--- config.mk ---
export PLATFORM = sky130hd
export DESIGN_NAME = freq_gate_ctrl
export DESIGN_NICKNAME = d
export VERILOG_FILES = /design/src/rtl/freq_pkg.sv /design/src/rtl/gate_timer.sv /design/src/rtl/freq_gate_ctrl.sv
export SDC_FILE = /design/constraint.sdc
export NUM_CORES = 1
export LEC_CHECK = 0
export ABC_CLOCK_PERIOD_IN_PS = 4600
export CAP_MARGIN = 20
export CELL_PAD_IN_SITES_DETAIL_PLACEMENT = 1
export CELL_PAD_IN_SITES_GLOBAL_PLACEMENT = 1
export CORE_MARGIN = 2
export CORE_UTILIZATION = 45
export DETAILED_ROUTE_END_ITERATION = 16
export GPL_ROUTABILITY_DRIVEN = 1
export GPL_TIMING_DRIVEN = 0
export PLACE_DENSITY_LB_ADDON = 0.12
export SLEW_MARGIN = 20
export SYNTH_ARGS = -nofsm -noshare
export SYNTH_HDL_FRONTEND = slang
export SYNTH_HIERARCHICAL = 1
export SYNTH_SLANG_ARGS = --single-unit
--- constraint.sdc ---
create_clock -name clk -period 4.6 [get_ports clk]
set_input_delay 0.46 -clock clk [delete_from_list [all_inputs] [get_ports clk]]
set_output_delay 0.46 -clock clk [all_outputs]
set_load 0.01 [all_outputs]
--- src/rtl/freq_pkg.sv ---
// Shared types and helpers for the gated frequency-measurement controller:
// FSM state encoding, gate range codes and range-to-gate-length mapping.
package freq_pkg;

  typedef enum logic [2:0] {
    ST_IDLE   = 3'd0,
    ST_CLEAR  = 3'd1,
    ST_GATE   = 3'd2,
    ST_SETTLE = 3'd3,
    ST_HOLD   = 3'd4
  } state_e;

  localparam logic [1:0] RANGE_10MS  = 2'd0;
  localparam logic [1:0] RANGE_100MS = 2'd1;
  localparam logic [1:0] RANGE_1S    = 2'd2;

  localparam int LO_THRESH_DEF = 1000;

  // Code 3 is an alias for the longest gate.
  function automatic logic [1:0] map_range(input logic [1:0] sel);
    return (sel == 2'd3) ? RANGE_1S : sel;
  endfunction

  function automatic int unsigned gate_len(input logic [1:0] rng, input int unsigned clk_hz);
    case (rng)
      RANGE_10MS:  return clk_hz / 100;
      RANGE_100MS: return clk_hz / 10;
      default:     return clk_hz;
    endcase
  endfunction

endpackage

--- src/rtl/gate_timer.sv ---
// Gate-length down-counter: load_i presets N-1, enable_i counts down to zero
// and holds there; done_o flags the final gate cycle.
module gate_timer #(
  parameter int TW = 26
) (
  input  logic          clk,
  input  logic          rst,
  input  logic          load_i,
  input  logic [TW-1:0] n_i,
  input  logic          enable_i,
  output logic          done_o
);

  logic [TW-1:0] cnt_q, cnt_d;

  always_comb begin
    cnt_d = cnt_q;
    if (load_i) begin
      cnt_d = (n_i == '0) ? '0 : n_i - TW'(1);
    end else if (enable_i && (cnt_q != '0)) begin
      cnt_d = cnt_q - TW'(1);
    end
  end

  always_ff @(posedge clk or negedge rst) begin
    if (!rst) cnt_q <= '0;
    else      cnt_q <= cnt_d;
  end

  assign done_o = (cnt_q == '0);

endmodule

--- src/rtl/freq_gate_ctrl.sv ---
// Gated frequency-counter controller: clears an external edge counter, gates
// it for a range-dependent window, captures the count and offers it on a
// valid/ready port. Optional auto-ranging is enabled by FREQ_AUTORANGE_EN.
//
// Handshake: result_valid stays high with result/result_range/overrange frozen
// until a cycle with result_valid & result_ready; valid drops the next cycle.
module freq_gate_ctrl
  import freq_pkg::*;
#(
  parameter int CLK_HZ    = 50_000_000,
  parameter int CNT_W     = 23,
  parameter int LO_THRESH = LO_THRESH_DEF
) (
  input  logic             clk,
  input  logic             rst,
  input  logic             run,
  input  logic [1:0]       range_sel,
  input  logic [CNT_W-1:0] count_in,
  input  logic             ovf_in,
  output logic             cnt_clear,
  output logic             cnt_enable,
  output logic [CNT_W-1:0] result,
  output logic [1:0]       result_range,
  output logic             result_valid,
  input  logic             result_ready,
  output logic             busy,
  output logic             overrange,
  output state_e           state_dbg
);

  localparam int TW = $clog2(CLK_HZ + 1);

  state_e           state_q, state_d;
  logic             settle_q, settle_d;
  logic [1:0]       cur_range_q, cur_range_d;
  logic [CNT_W-1:0] result_q, result_d;
  logic [1:0]       result_range_q, result_range_d;
  logic             overrange_q, overrange_d;
  logic             timer_done;
  logic             capture;
  logic             transfer;

  gate_timer #(.TW(TW)) u_gate_timer (
    .clk      (clk),
    .rst      (rst),
    .load_i   (state_q == ST_CLEAR),
    .n_i      (TW'(gate_len(cur_range_q, CLK_HZ))),
    .enable_i (state_q == ST_GATE),
    .done_o   (timer_done)
  );

  always_ff @(posedge clk or negedge rst) begin
    if (!rst) state_q <= ST_IDLE;
    else      state_q <= state_d;
  end

  always_comb begin
    state_d = state_q;
    case (state_q)
      ST_IDLE:   if (run) state_d = ST_CLEAR;
      ST_CLEAR:  state_d = run ? ST_GATE : ST_IDLE;
      ST_GATE: begin
        if (!run)           state_d = ST_IDLE;
        else if (timer_done) state_d = ST_SETTLE;
      end
      ST_SETTLE: begin
        if (!run)          state_d = ST_IDLE;
        else if (settle_q) state_d = ST_HOLD;
      end
      ST_HOLD:   if (result_ready) state_d = run ? ST_CLEAR : ST_IDLE;
      default:   state_d = ST_IDLE;
    endcase
  end

  always_comb begin
    cnt_clear    = (state_q == ST_CLEAR);
    cnt_enable   = (state_q == ST_GATE);
    result_valid = (state_q == ST_HOLD);
    busy         = (state_q != ST_IDLE);
  end

  assign capture  = (state_q == ST_SETTLE) && settle_q && run;
  assign transfer = (state_q == ST_HOLD) && result_ready;

  always_comb begin
    settle_d       = (state_q == ST_SETTLE) && !settle_q;
    cur_range_d    = cur_range_q;
    result_d       = result_q;
    result_range_d = result_range_q;
    overrange_d    = overrange_q;
    if (capture) begin
      result_d       = count_in;
      result_range_d = cur_range_q;
      overrange_d    = ovf_in;
    end
    if ((state_q == ST_IDLE) && run) begin
      cur_range_d = map_range(range_sel);
    end
`ifdef FREQ_AUTORANGE_EN
    // Overflow shortens the next gate; a small count lengthens it.
    if (capture) begin
      if (ovf_in) begin
        cur_range_d = (cur_range_q == RANGE_10MS) ? RANGE_10MS : cur_range_q - 2'd1;
      end else if (count_in < CNT_W'(LO_THRESH)) begin
        cur_range_d = (cur_range_q >= RANGE_1S) ? RANGE_1S : cur_range_q + 2'd1;
      end
    end
`else
    if (transfer && run) begin
      cur_range_d = map_range(range_sel);
    end
`endif
  end

  always_ff @(posedge clk or negedge rst) begin
    if (!rst) begin
      settle_q       <= 1'b0;
      cur_range_q    <= 2'd0;
      result_q       <= '0;
      result_range_q <= 2'd0;
      overrange_q    <= 1'b0;
    end else begin
      settle_q       <= settle_d;
      cur_range_q    <= cur_range_d;
      result_q       <= result_d;
      result_range_q <= result_range_d;
      overrange_q    <= overrange_d;
    end
  end

  assign result       = result_q;
  assign result_range = result_range_q;
  assign overrange    = overrange_q;
  assign state_dbg    = state_q;

endmodule
# Word-level counts from Yosys, hierarchy flattened
# Cells that the tools add are included.
# totals
regBits	58
latch_bits	0
ramBits	0
romBits	0
inputBits	30
memories	0
# op_classes
addsub	2
mul	0
div_mod_pow	0
n_lt_le_gt_ge	0
eq_ne	10
shifts	0
mux	16
bitwise	0
n_reduce_logical	17
# op_table
cell	n
$mux W26	3
$logic_not A26 Y1	2
$pmux W26 S2	1
$sub A26 B1 Y26 const B	2
$reduce_bool A26 Y1	1
$mux W3	6
$pmux W3 S5	1
$mux W2	4
$logic_and A1 B1 Y1	7
$eq A3 B2 Y1 const B	2
$ne A3 B3 Y1 const B	2
$reduce_and A4 Y1	1
$reduce_bool A2 Y1	2
$eq A3 B1 Y1 const B	1
$eq A3 B3 Y1 const B	1
$logic_not A3 Y1	1
$reduce_bool A3 Y1	1
$eq A2 B1 Y1 const B	1
$eq A2 B2 Y1 const B	1
$logic_not A2 Y1	1
$ne A2 B1 Y1 const B	1
$ne A2 B2 Y1 const B	1
$logic_not A1 Y1	1
$mux W1	1

# Logic depth before layout (Yosys ltp)
# logic_depth
ltp_word	5
ltp_mapped	9
mapped_depth_nobuf	7

# Modules after synthesis
# Netlist, hierarchy kept.
# modules_own_cells
mod	n_inst	cells_per_inst	area_per_inst_um2	seq_area_each_um2
gate_timer	1	252	2219.6	650.6
freq_gate_ctrl	1	88	1375.1	800.8

# Least setup slack after synthesis
# OpenSTA, ideal clock, no wires.
# synth_timing
path_type	reg-to-reg
start	reg cur_range_q[1]
end	reg u_gate_timer.cnt_q[25]
setup_ns	0.124
t_arrival_ns	2.918
required_time_ns	4.476
setup_slack_ns	1.558
path_stages_with_launch	10
path_buffers	2
cell_sequence	dfrtp_1 nor2b_1 inv_1 or4_1 or3_1 buf_2 clkbuf_1 o41ai_1 o211ai_1 o31a_1
# synth_between
elab_chain_cells	5
# synth_rtl
element	line	rtl
from (decl)	freq_gate_ctrl.sv:35	logic [1:0] cur_range_q, cur_range_d;
from (signal assigned)	freq_gate_ctrl.sv:124	cur_range_q <= cur_range_d;
$eq A2 B1 Y1 or $logic_not A2 Y1 (tied branches)	freq_pkg.sv:25	case (rng)
$pmux W26 S2 *	freq_pkg.sv:25	
$sub A26 B1 Y26 or $logic_not A26 Y1 (tied branches)	gate_timer.sv:19	cnt_d = (n_i == '0) ? '0 : n_i - TW'(1);
$mux W26 *	gate_timer.sv:19	
$mux W26 *	gate_timer.sv:18	if (load_i) begin
to (signal assigned)	gate_timer.sv:27	else cnt_q <= cnt_d;
to (decl)	gate_timer.sv:14	logic [TW-1:0] cnt_q, cnt_d;
# Every way passes the cells marked *; elsewhere a longest branch is shown, timed or not.
# A chain may end at the register's enable or synchronous reset.

# Worst setup path in the final report
# layout_timing
start	reg cur_range_q[1]
end	reg u_gate_timer.cnt_q[1]
# layout_between
elab_chain_cells	5
# layout_rtl
element	line
$eq A2 B1 Y1 or $logic_not A2 Y1 (tied branches)	freq_pkg.sv:25
$pmux W26 S2 *	freq_pkg.sv:25
$logic_not A26 Y1 *	gate_timer.sv:19
$mux W26 *	gate_timer.sv:19
$mux W26 *	gate_timer.sv:18
# Marks and branches as above.

==> out/metrics.yaml <==
cp_common_cell: "buf_2"
dr.pass1.iters: 4
vias: 3110
grt_max_degree: 59
placed_cells_incl_taps: 527
yosysSeqAreaShare: 0.404
cp_max_fo: 11
finalSetupTns_ns: 0
setup_slack_ns: 0.899
pwr-share-seq: 0.413
p_sw_mw: 0.713
cp.required_ns: 4.79
gr-total-overflow: 0
cts_hold_buf: 0
ys_types: 62
maxSlewViolCount: 0
final_cells: 541
wl_per_cell_um: 19.1
pre_cts_ws_ns: 0.908
layout-drive-gt1-share: 0.139
worst_ir_drop_vdd_mv: 0.142
first_iter_violations: 196
worst_slew_pin_slew_ns: 0.914
power_mw: 1.93
yosysTopAreaCellShare: 0.404
synthFlopType: "dfrtp_1"
power-per-cell-area_nw_per_um2: 418
cts_tree: "built"
drc: 0
synth-seq-cells: 58
synth-edff-count: 0
post_dp_cell_area_um2: 4430
syn_inst: 340
die_h_um: 93.4
rsz0062_at_grt: "false"
cpLargestDelayFamily: "simple AND/OR/NAND/NOR gates"
arrival_ns: 3.89
antenna_found_initial: 0
cts_resized: 0
worstSetupEndpointType: "register"
cts-root-buf: "clkbuf_8"
io_buffer_count: 62
worstSetupPathType: "reg2reg"
hold_class: "in2async"
fin_crit_sh: 0.805
clk-insertion-delay-late_ns: 0.34
synth_common_cells: "dfrtp_1 (58), mux2_4 (19), nor2_1 (18)"
nets: 468
clk_pin_slew_worst_paths_ns: 0.06
ant_nets: 0
netlist_area_um2: 3590
p_comb_frac: 0.347
areaGrowthSynthToFinish_pct: 28.5
yosysTopAreaCell: "dfrtp_1"
max_freq_mhz: 270
start_kind: "register"
crit_cells: 8
final_core_util: 0.598
skew_ns: 0.00928
max_stage_delay_ns: 0.62
vias_per_cell: 5.75
crit_buf_inv: 3
synth_area_per_cell_um2: 10.6
slew_headroom: 0.391
p_sw_frac: 0.370
routabilityCongestion: 0.912
core.rowCount: 32
yosysMostFrequentCell: "dfrtp_1"
finalHoldViolations: 0
wirelength_mm: 10.3
yosys_warnings: 6
status: "finished clean"
timing.hold.ws_ns: 0.185
cts_made_buffers: 9
grt_pass1_vias: 3216
cellLeakagePower_nw: 1.90
synthArstFlopShare: 1.00
antenna_cells: 0
fin_area_um2: 4620
period_needed_ns: 3.70
cts_sinks: 58
grtUsageTotal: 0.250
intPower_mw: 1.22
clockBufferDepth: 2
core-area_um2: 7730
pwr-share-clk: 0.240
slowest_stage: "nor2b_1"
cts_max_level: 3
crit_chain: "nor2b_1, inv_1, or4_1, or3_1, buf_2, o31ai_2, buf_2, o22ai_1"
die_area_um2: 8720
synth_area_leaders: "dfrtp_1 (40%), mux2_4 (7.9%), xnor2_1 (3.9%)"
reg2regPathDepth: 8
die_x_um: 93.4
io_pins: 63
initial_core_util: 0.465
maxCapViolCount: 0
grt_pass1_wl_mm: 16.9
post-dp-hpwl_mm: 7.46
setup_viol: 0
post_cts_buffers: 0
-- final timing paths --
check,slack [ns],startpoint,end
setup / recovery,0.90,cur_range_q[1],u_gate_timer/cnt_q[1]
hold reg to reg,0.50,result[3],result[3]
max in group asynchronous,3.92,rst,u_gate_timer/cnt_q[1]
setup reg to reg,0.90,cur_range_q[1],u_gate_timer/cnt_q[1]
min in group clk,0.50,result[3],result[3]
hold / removal,0.18,rst,overrange
-- sequential cells by signal (all words and copies together) (netlist names) --
signal and cells:
state_dbg 3, settle_q 1, u_gate_timer/cnt_q 26, result 23, result_range 2, overrange 1, cur_range_q 2
-- final cells by class --
cell class,instances,area (um^2)
multi-input cells,275,2090
inverters,13,48.8
well taps,102,128
clock buffers,11,151
clock inverters,3,40.0
flip-flops and latches,58,1450
plain buffers,17,91.3
fillers,864,3110
repair buffers,62,618
-- cell families (layout without fill, tap and decap cells) --
kind of cell    after synthesis  count (layout)  share of synthesized area
compound gates               58              58                      0.129
fa+ha+maj                     2               2                    0.00696
other cells                   1              24                    0.00104
buf+inv                      30             106                     0.0390
flops                        58              58                      0.404
mux                          35              35                      0.127
xor+xnor                     30              30                     0.0731
simple gates                126             126                      0.219
-- power by group through the flow --
stage	Clock (mW)	Sequential [mW]	Combinational [mW]
after CTS	0.474	0.792	0.667
final	0.463	0.796	0.670
after global routing	0.499	0.817	0.730
after detailed placement	0	0.797	0.656
after global placement	0	0.788	0.632
after floorplan	0	0.767	0.440
-- layer usage --
layer  GRT usage  vias to the layer above  wire (um)
li1            -                     1471          -
met1       0.326                     1539       4370
met2       0.409                       85       5040
met3      0.0588                       15        684
met4      0.0821                        0        212
met5           0                        -          0
-- layout by cell type, fill, tap and decap left out, types with 11 or more instances in the layout --
cell and n:
nor2_1 18, xnor2_1 16, inv_1 13, xor2_1 14, nor3_1 17, clkdlybuf4s50_1 61, conb_1 24, mux2_4 19
o22ai_1 11, dfrtp_1 58, clkbuf_8 11, nor4_1 14
Note: power is estimated with default switching activity, not from simulation.
